[config.mk]
export PLATFORM = sky130hd
export DESIGN_NAME = cr16_alu_exec_flat
export DESIGN_NICKNAME = d
export VERILOG_FILES = /design/src/rtl/cr16_alu_exec_pkg.sv /design/src/rtl/cr16_alu_exec_if.sv /design/src/rtl/cr16_mul_seq.sv /design/src/rtl/cr16_alu_exec.sv /design/src/flat_wrapper.sv
export SDC_FILE = /design/constraint.sdc
export NUM_CORES = 1
export LEC_CHECK = 0
export CAP_MARGIN = 20
export CELL_PAD_IN_SITES_DETAIL_PLACEMENT = 0
export CELL_PAD_IN_SITES_GLOBAL_PLACEMENT = 1
export CORE_MARGIN = 2
export CORE_UTILIZATION = 44
export CTS_BUF_LIST = sky130_fd_sc_hd__clkbuf_2 sky130_fd_sc_hd__clkbuf_4 sky130_fd_sc_hd__clkbuf_8
export DETAILED_ROUTE_END_ITERATION = 8
export HOLD_SLACK_MARGIN = 0.03
export PLACE_DENSITY_LB_ADDON = 0.08
export SKIP_LAST_GASP = 1
export SYNTH_ARGS = -nofsm -noshare
export SYNTH_HDL_FRONTEND = slang
export SYNTH_SLANG_ARGS = --single-unit
[constraint.sdc]
create_clock -name I_clk -period 5.7 [get_ports I_clk]
set_clock_uncertainty 0.05 [all_clocks]
set_input_delay 1.425 -clock I_clk [delete_from_list [all_inputs] [get_ports I_clk]]
set_output_delay 1.425 -clock I_clk [all_outputs]
set_load 0.01 [all_outputs]
[src/rtl/cr16_alu_exec_pkg.sv]
// Shared definitions for the CR16 execute stage: widths, opcode encodings,
// PSR flag bit indices, FSM state encoding, result payload and the
// single-cycle ALU evaluation function.
// The optional iterative multiply is enabled by defining CR16_ALU_MUL_EN.
package cr16_alu_exec_pkg;

    localparam int unsigned DW        = 16;
    localparam int unsigned SUM_W     = DW + 1;
    localparam int unsigned OPC_W     = 4;
    localparam int unsigned FLAGS_W   = 5;
    localparam int unsigned SHAMT_W   = 5;
    localparam int unsigned MUL_STEPS = 16;
    localparam int unsigned CNT_W     = 5;

    localparam logic [OPC_W-1:0] OP_ADD  = 4'h0;
    localparam logic [OPC_W-1:0] OP_ADDU = 4'h1;
    localparam logic [OPC_W-1:0] OP_ADDC = 4'h2;
    localparam logic [OPC_W-1:0] OP_SUB  = 4'h3;
    localparam logic [OPC_W-1:0] OP_SUBC = 4'h4;
    localparam logic [OPC_W-1:0] OP_CMP  = 4'h5;
    localparam logic [OPC_W-1:0] OP_AND  = 4'h6;
    localparam logic [OPC_W-1:0] OP_OR   = 4'h7;
    localparam logic [OPC_W-1:0] OP_XOR  = 4'h8;
    localparam logic [OPC_W-1:0] OP_MOV  = 4'h9;
    localparam logic [OPC_W-1:0] OP_LSH  = 4'hA;
    localparam logic [OPC_W-1:0] OP_ASHU = 4'hB;
    localparam logic [OPC_W-1:0] OP_LUI  = 4'hC;
    localparam logic [OPC_W-1:0] OP_MUL  = 4'hD;

    localparam int unsigned FLAG_C = 4;
    localparam int unsigned FLAG_L = 3;
    localparam int unsigned FLAG_F = 2;
    localparam int unsigned FLAG_Z = 1;
    localparam int unsigned FLAG_N = 0;

`ifdef CR16_ALU_MUL_EN
    typedef enum logic {ST_IDLE = 1'b0, ST_MUL_BUSY = 1'b1} state_e;
`else
    typedef enum logic {ST_IDLE = 1'b0} state_e;
`endif

    typedef struct packed {
        logic [DW-1:0]      dest;
        logic               wb;
        logic               illegal;
        logic [FLAGS_W-1:0] psr;
    } alu_res_t;

    // Single-cycle result and next PSR; MUL and unknown opcodes come back illegal.
    function automatic alu_res_t alu_compute(input logic [OPC_W-1:0]   opcode,
                                             input logic [DW-1:0]      a,
                                             input logic [DW-1:0]      b,
                                             input logic [FLAGS_W-1:0] psr);
        alu_res_t             r;
        logic [SUM_W-1:0]     sum;
        logic                 cin;
        logic [SHAMT_W-1:0]   shamt;
        logic [SHAMT_W-1:0]   nshamt;
        r.dest    = '0;
        r.wb      = 1'b1;
        r.illegal = 1'b0;
        r.psr     = psr;
        sum       = '0;
        cin       = 1'b0;
        shamt     = b[SHAMT_W-1:0];
        nshamt    = ~shamt + SHAMT_W'(1);
        case (opcode)
            OP_ADD, OP_ADDU, OP_ADDC: begin
                cin   = (opcode == OP_ADDC) && psr[FLAG_C];
                sum   = SUM_W'(a) + SUM_W'(b) + SUM_W'(cin);
                r.dest = sum[DW-1:0];
                r.psr[FLAG_C] = sum[DW];
                if (opcode != OP_ADDU)
                    r.psr[FLAG_F] = (a[DW-1] == b[DW-1]) && (sum[DW-1] != a[DW-1]);
            end
            OP_SUB, OP_SUBC: begin
                // Bit DW of the widened difference is set exactly on borrow.
                cin   = (opcode == OP_SUBC) && psr[FLAG_C];
                sum   = SUM_W'(a) - SUM_W'(b) - SUM_W'(cin);
                r.dest = sum[DW-1:0];
                r.psr[FLAG_C] = sum[DW];
                r.psr[FLAG_F] = (a[DW-1] != b[DW-1]) && (sum[DW-1] != a[DW-1]);
            end
            OP_CMP: begin
                r.wb = 1'b0;
                r.psr[FLAG_Z] = (a == b);
                r.psr[FLAG_L] = (a < b);
                r.psr[FLAG_N] = ($signed(a) < $signed(b));
            end
            OP_AND: r.dest = a & b;
            OP_OR:  r.dest = a | b;
            OP_XOR: r.dest = a ^ b;
            OP_MOV: r.dest = b;
            OP_LSH, OP_ASHU: begin
                // Negative amounts shift right by up to 16; 16 empties or sign-fills.
                if (!shamt[SHAMT_W-1])
                    r.dest = a << shamt[SHAMT_W-2:0];
                else if (opcode == OP_ASHU)
                    r.dest = $unsigned($signed(a) >>> nshamt);
                else
                    r.dest = a >> nshamt;
            end
            OP_LUI: r.dest = {b[7:0], 8'h00};
            default: begin
                r.wb      = 1'b0;
                r.illegal = 1'b1;
            end
        endcase
        return r;
    endfunction

endpackage

[src/rtl/cr16_alu_exec_if.sv]
// Request/result handshake bundle between the operation requester plus
// write-back stage (master) and the execute stage (slave).
// Signals: I_valid/O_ready request handshake, I_opcode/I_op1/I_op2 payload,
// O_valid/I_ready result handshake, O_dest/O_wb/O_illegal result, O_flags PSR.
interface cr16_alu_exec_if;
    import cr16_alu_exec_pkg::*;

    logic               I_valid;
    logic               O_ready;
    logic [OPC_W-1:0]   I_opcode;
    logic [DW-1:0]      I_op1;
    logic [DW-1:0]      I_op2;
    logic               O_valid;
    logic               I_ready;
    logic [DW-1:0]      O_dest;
    logic               O_wb;
    logic               O_illegal;
    logic [FLAGS_W-1:0] O_flags;

    modport master (
        output I_valid, I_opcode, I_op1, I_op2, I_ready,
        input  O_ready, O_valid, O_dest, O_wb, O_illegal, O_flags
    );

    modport slave (
        input  I_valid, I_opcode, I_op1, I_op2, I_ready,
        output O_ready, O_valid, O_dest, O_wb, O_illegal, O_flags
    );

endinterface

[src/rtl/cr16_mul_seq.sv]
// Iterative unsigned shift-add multiplier, low 16 bits of a 16x16 product.
// Ports: clk, rst (sync active-high), start loads operands, op_a/op_b,
// done_c (combinational, high the cycle after the 16th step), product.
module cr16_mul_seq
    import cr16_alu_exec_pkg::*;
(
    input  logic          clk,
    input  logic          rst,
    input  logic          start,
    input  logic [DW-1:0] op_a,
    input  logic [DW-1:0] op_b,
    output logic          done_c,
    output logic [DW-1:0] product
);

    logic [DW-1:0]    acc;
    logic [DW-1:0]    mcand;
    logic [DW-1:0]    mplier;
    logic [CNT_W-1:0] cnt;
    logic             busy;

    // One partial product per cycle; busy drops the cycle done_c is seen.
    always_ff @(posedge clk) begin
        if (rst) begin
            acc    <= '0;
            mcand  <= '0;
            mplier <= '0;
            cnt    <= '0;
            busy   <= 1'b0;
        end else if (start) begin
            acc    <= '0;
            mcand  <= op_a;
            mplier <= op_b;
            cnt    <= CNT_W'(MUL_STEPS);
            busy   <= 1'b1;
        end else if (busy) begin
            if (cnt != '0) begin
                acc    <= acc + (mplier[0] ? mcand : '0);
                mcand  <= mcand << 1;
                mplier <= mplier >> 1;
                cnt    <= cnt - CNT_W'(1);
            end else begin
                busy   <= 1'b0;
            end
        end
    end

    assign done_c  = busy && (cnt == '0);
    assign product = acc;

endmodule

[src/rtl/cr16_alu_exec.sv]
// CR16 registered execute stage: one ALU op per handshake, 1-cycle latency,
// owns the PSR {C,L,F,Z,N}. Define CR16_ALU_MUL_EN to enable the iterative
// MUL (opcode D, result 17 cycles after accept); otherwise D is illegal.
// Ports: I_clk, I_rst (sync active-high), bus (slave side of cr16_alu_exec_if).
module cr16_alu_exec
    import cr16_alu_exec_pkg::*;
#(
    parameter int unsigned        DATA_WIDTH = 16,
    parameter logic [FLAGS_W-1:0] PSR_RESET  = 5'b00000
) (
    input  logic            I_clk,
    input  logic            I_rst,
    cr16_alu_exec_if.slave  bus
);

    state_e                 state;
    state_e                 state_nxt;
    logic                   ready;
    logic                   accept;
    logic                   retire;
    logic                   is_mul;
    logic                   mul_done;
    logic [DW-1:0]          mul_product;
    logic [FLAGS_W-1:0]     psr;
    alu_res_t               res;
    logic [DATA_WIDTH-1:0]  alu_dest;

    assign accept = bus.I_valid && ready;
    assign retire = bus.O_valid && bus.I_ready;

`ifdef CR16_ALU_MUL_EN
    assign is_mul = (bus.I_opcode == OP_MUL);

    cr16_mul_seq u_mul (
        .clk     (I_clk),
        .rst     (I_rst),
        .start   (accept && is_mul),
        .op_a    (bus.I_op1),
        .op_b    (bus.I_op2),
        .done_c  (mul_done),
        .product (mul_product)
    );
`else
    assign is_mul      = 1'b0;
    assign mul_done    = 1'b0;
    assign mul_product = '0;
`endif

    // State register.
    always_ff @(posedge I_clk) begin
        if (I_rst) state <= ST_IDLE;
        else       state <= state_nxt;
    end

    // Next state and request ready (ready follows I_ready combinationally).
    always_comb begin
        state_nxt = state;
        ready     = 1'b0;
        case (state)
            ST_IDLE: begin
                ready = !bus.O_valid || bus.I_ready;
`ifdef CR16_ALU_MUL_EN
                if (bus.I_valid && ready && is_mul) state_nxt = ST_MUL_BUSY;
`endif
            end
`ifdef CR16_ALU_MUL_EN
            ST_MUL_BUSY: begin
                if (mul_done) state_nxt = ST_IDLE;
            end
`endif
            default: state_nxt = ST_IDLE;
        endcase
    end

    always_comb res = alu_compute(bus.I_opcode, bus.I_op1, bus.I_op2, psr);
    assign alu_dest = res.dest;

    // Output register and PSR; a MUL accept only retires the pending result.
    always_ff @(posedge I_clk) begin
        if (I_rst) begin
            bus.O_valid   <= 1'b0;
            bus.O_dest    <= '0;
            bus.O_wb      <= 1'b0;
            bus.O_illegal <= 1'b0;
            psr           <= PSR_RESET;
        end else if (mul_done) begin
            bus.O_valid   <= 1'b1;
            bus.O_dest    <= mul_product;
            bus.O_wb      <= 1'b1;
            bus.O_illegal <= 1'b0;
        end else if (accept && !is_mul) begin
            bus.O_valid   <= 1'b1;
            bus.O_dest    <= alu_dest;
            bus.O_wb      <= res.wb;
            bus.O_illegal <= res.illegal;
            psr           <= res.psr;
        end else if (retire) begin
            bus.O_valid   <= 1'b0;
        end
    end

    assign bus.O_ready = ready;
    assign bus.O_flags = psr;

endmodule

[src/flat_wrapper.sv]
// flat-port wrapper written by rule: the top's interface ports become plain ports
module cr16_alu_exec_flat import cr16_alu_exec_pkg::*;
#(
    parameter int unsigned        DATA_WIDTH = 16,
    parameter logic [FLAGS_W-1:0] PSR_RESET  = 5'b00000
)
  (I_clk, I_rst, bus_I_valid, bus_I_opcode, bus_I_op1, bus_I_op2, bus_I_ready, bus_O_ready, bus_O_valid, bus_O_dest, bus_O_wb, bus_O_illegal, bus_O_flags);
  cr16_alu_exec_if bus_i ();
  input  logic I_clk;
  input  logic I_rst;
  input wire logic [$bits(bus_i.I_valid)-1:0] bus_I_valid;
  input wire logic [$bits(bus_i.I_opcode)-1:0] bus_I_opcode;
  input wire logic [$bits(bus_i.I_op1)-1:0] bus_I_op1;
  input wire logic [$bits(bus_i.I_op2)-1:0] bus_I_op2;
  input wire logic [$bits(bus_i.I_ready)-1:0] bus_I_ready;
  output wire logic [$bits(bus_i.O_ready)-1:0] bus_O_ready;
  output wire logic [$bits(bus_i.O_valid)-1:0] bus_O_valid;
  output wire logic [$bits(bus_i.O_dest)-1:0] bus_O_dest;
  output wire logic [$bits(bus_i.O_wb)-1:0] bus_O_wb;
  output wire logic [$bits(bus_i.O_illegal)-1:0] bus_O_illegal;
  output wire logic [$bits(bus_i.O_flags)-1:0] bus_O_flags;
  assign bus_i.I_valid = bus_I_valid;
  assign bus_i.I_opcode = bus_I_opcode;
  assign bus_i.I_op1 = bus_I_op1;
  assign bus_i.I_op2 = bus_I_op2;
  assign bus_i.I_ready = bus_I_ready;
  assign bus_O_ready = bus_i.O_ready;
  assign bus_O_valid = bus_i.O_valid;
  assign bus_O_dest = bus_i.O_dest;
  assign bus_O_wb = bus_i.O_wb;
  assign bus_O_illegal = bus_i.O_illegal;
  assign bus_O_flags = bus_i.O_flags;
  cr16_alu_exec #(.DATA_WIDTH(DATA_WIDTH), .PSR_RESET(PSR_RESET)) u_core (.I_clk(I_clk), .I_rst(I_rst), .bus(bus_i));
endmodule
==> summary.txt <==
Detailed routing
  • Vias post-DR: 6392
  • Routed vias/inst: 6.411
  • # DRC: 0
  • Drt first-iter violations: 640
  • Final WL: 23550 µm
  • Post-DRT Antenna Nets: 0
  • Wire per inst: 23.62 µm
  • Drt pass-1 iters: 5

Clock network
  • Clock Path Buffers: 2
  • # H-tree levels: 1
  • CTS tree: built
  • CTS resizes: 0
  • Clock-pin slew of the registers on the worst-case setup and hold paths: 0.10 ns
  • CTS Buf Count: 3
  • Root Buffer: clkbuf_8
  • Post-CTS Setup Bufs: 0
  • Hold buffer count at CTS: 0
  • Clk sinks: 24
  • Clock latency on the worst-skew pair: 0.29 ns

Yosys
  • Most instantiated cells after synthesis: ha_1, nand2_1, a21oi_1
  • Mapped Cells: 768
  • Ys async rst share: 0
  • Post-Syn Nets: 892
  • Cell area after synthesis: 5882 µm²
  • Synth Area per Inst: 7.659 µm²
  • Post-synth EDFFs: 0
  • Most common cell in the netlist: ha_1
  • Largest cells by area after synthesis: ha_1, dfxtp_1, mux4_2
  • Distinct cells, synth: 85
  • Ys Warns: 0
  • Flops & latches, synth: 24
  • Post-synthesis sequential area ratio: 0.08168
  • Post-synth top area share: 0.1702
  • Cell taking the most area after synthesis: ha_1
  • Main synth FF type: dfxtp_1

Final layout
  • Area growth from synthesis to layout: 16.19%
  • Finished Layout Cells: 997
  • Diodes inserted: 0
  • Fin nets: 946
  • Filler instances: 1288
  • Share of cells above drive strength 1: 0.1011

Pwr
  • P_int: 540.2 µW
  • Sw Ratio: 0.4635
  • Comb pwr share: 0.652
  • Switch Pwr: 466.7 µW
  • Leak pwr: 0.002818 µW
  • Cell Pwr Density: 147.3 nW/µm²
  • Pwr Total: 1007 µW
  • Clock share of power: 0.164
  • Sequential Power Share: 0.184
  • Worst VDD drop: 0.1012 mV

Die
  • Initial Utilization: 0.4477
  • Die Span Y: 119.6 µm
  • I/O pins: 65
  • Core area: 13140 µm²
  • Die width: 119.6 µm
  • Row count: 42
  • DIE AREA: 14310 µm²

Place
  • Post-Place Cells: 993
  • Placer Congestion: 0.9706
  • HPWL after DPL: 18380 µm
  • Port Buffers: 64

Timing
  • Fin. Hold Viols: 0
  • Fin crit period: 5.257 ns
  • Rel. slew slack: 0.2751
  • Slew @ Worst Pin: 1.079 ns
  • F_max: 190.2 MHz
  • Setup TNS: 0 ns
  • Final Cycle Share: 0.9222
  • Setup-failing EPs final: 0
  • RSZ-0062 raised after global routing: false
  • Slew Viols, Final: 0

Global routing
  • First-pass GRT wire length: 35290 µm
  • Maximum number of pins on one net before global-route repair: 34
  • Vias in the first global route: 5831
  • Initial antenna violation count: 0
  • Total track usage: 0.3203
  • GRT overflow: 0

Worst setup path
  • CP startpoint: bus_I_opcode[2]
  • CP Max Fanout: 4
  • RR Startpoint: u_core.bus.O_flags[4]$_SDFFE_PP0P_
  • Endpoint class of the critical path: flip-flop
  • Worst endpoint data arrival time: 5.42 ns
  • CP Class: in2reg
  • Startpoint Class: input pin
  • Req. time, crit path: 5.86 ns

Status
  • Status: finished clean

Min path
  • Hold path startpoint: u_core.bus.O_flags[3]$_SDFFE_PP0P_
  • Worst hold path class: reg2reg

Run
  • # Max-Cap Violations: 0
==> cells in the final DEF (no fill, tap or decap), types with 5 or more instances in the layout <==
cell / count
a21o_1: 11
xor2_1: 10
clkdlybuf4s50_1: 63
nand3b_1: 5
ha_1: 80
o211ai_1: 12
o21a_1: 5
o21ai_0: 26
nor4_1: 7
o2111ai_1: 5
o22ai_1: 5
and2_1: 5
xnor2_1: 16
nor3_1: 14
mux4_2: 14
mux2i_1: 30
dfxtp_1: 24
inv_1: 55
a211oi_1: 14
nor2b_1: 9
o21ai_1: 17
nand2b_1: 7
o21bai_1: 8
a22oi_1: 13
nand3_1: 23
o221ai_1: 6
a22o_1: 12
nor2_1: 57
a21oi_1: 59
a221oi_1: 8
buf_4: 34
nand2_1: 64
==> stage by stage <==
stage / setup WS (ns) / hold WS [ns] / instance area [µm²] / utilization
after global placement: 0.3135 / 0.3949 / 6763 / 0.5148
after global routing: 0.3317 / 0.4362 / 6834 / 0.5202
after CTS: 0.5106 / 0.4121 / 6834 / 0.5202
after floorplan: 0.9941 / 0.4261 / 5882 / -
final: 0.4432 / 0.4099 / 6834 / 0.5202
after detailed placement: 0.2446 / 0.3975 / 6763 / 0.5148
==> layout make-up <==
cell class                      count  area [µm²]  area share
Clock buffer                        3       41.29    0.006042
Multi-Input combinational cell    637        4954      0.7248
Inverter                           58       217.7     0.03186
Timing Repair Buffer               98       890.9      0.1304
Clock inverter                      1       30.03    0.004394
Tap cell                          176       220.2     0.03222
Sequential cell                    24       480.5     0.07030
==> logic make-up (layout without fill, tap and decap cells) <==
| logic type | after synthesis | in the layout | share of synthesized area |
|---|---|---|---|
| AO/OA/AOI/OAI | 255 | 255 | 0.3119 |
| AND/OR/NAND/NOR | 220 | 220 | 0.1868 |
| buffers and inverters | 107 | 160 | 0.07615 |
| adder cells (fa/ha/maj) | 84 | 84 | 0.1838 |
| multiplexers | 52 | 52 | 0.1210 |
| XOR/XNOR | 26 | 26 | 0.03871 |
| flip-flops | 24 | 24 | 0.08168 |
==> worst paths after layout <==
check	end	slack [ns]	depth (start not counted)
worst max-delay path	u_core.bus.O_flags[2]$_SDFFE_PP0P_	0.44	14
worst min-delay path	u_core.bus.O_flags[3]$_SDFFE_PP0P_	0.41	2
worst max register to register	u_core.bus.O_flags[2]$_SDFFE_PP0P_	2.05	12
worst min register to register	u_core.bus.O_flags[3]$_SDFFE_PP0P_	0.41	2
==> worst max-delay path, stage by stage <==
cell and delay [ns]:
clkdlybuf4s50_1 0.49, or3b_1 0.40, or3b_2 0.52, fa_1 0.53
inv_1 0.06, ha_1 0.18, o21ai_1 0.33, a2111oi_4 0.16
a2111oi_4 0.39, o21ai_2 0.17, or4_1 0.42, nand3_1 0.10
o21ai_1 0.08, a211oi_2 0.17
==> registers in the layout, indices dropped and copies added (netlist names) <==
| signal | flops |
|---|---|
| u_core.bus.O_dest | 16 |
| u_core.bus.O_flags | 5 |
| u_core.bus.O_illegal | 1 |
| u_core.bus.O_valid | 1 |
| u_core.bus.O_wb | 1 |
==> routing by layer <==
layer / GRT usage / part of all wire / routed length, µm / vias to the layer above
li1: - / - / - / 2969
met1: 0.4500 / 0.44 / 10480 / 3064
met2: 0.5082 / 0.44 / 10450 / 319
met3: 0.05086 / 0.075 / 1766 / 40
met4: 0.08971 / 0.037 / 861 / 0
met5: 0 / 0 / 0 / -
==> power groups by stage <==
stage	logic, µW	registers (µW)	clock network, µW
6_report	657	185	165
5_1_grt	702	186	172
4_1_cts	643	185	165
3_5_place_dp	639	189	0
3_3_place_gp	638	189	0
2_1_floorplan	421	191	0
(Power assumes the default switching activity.)
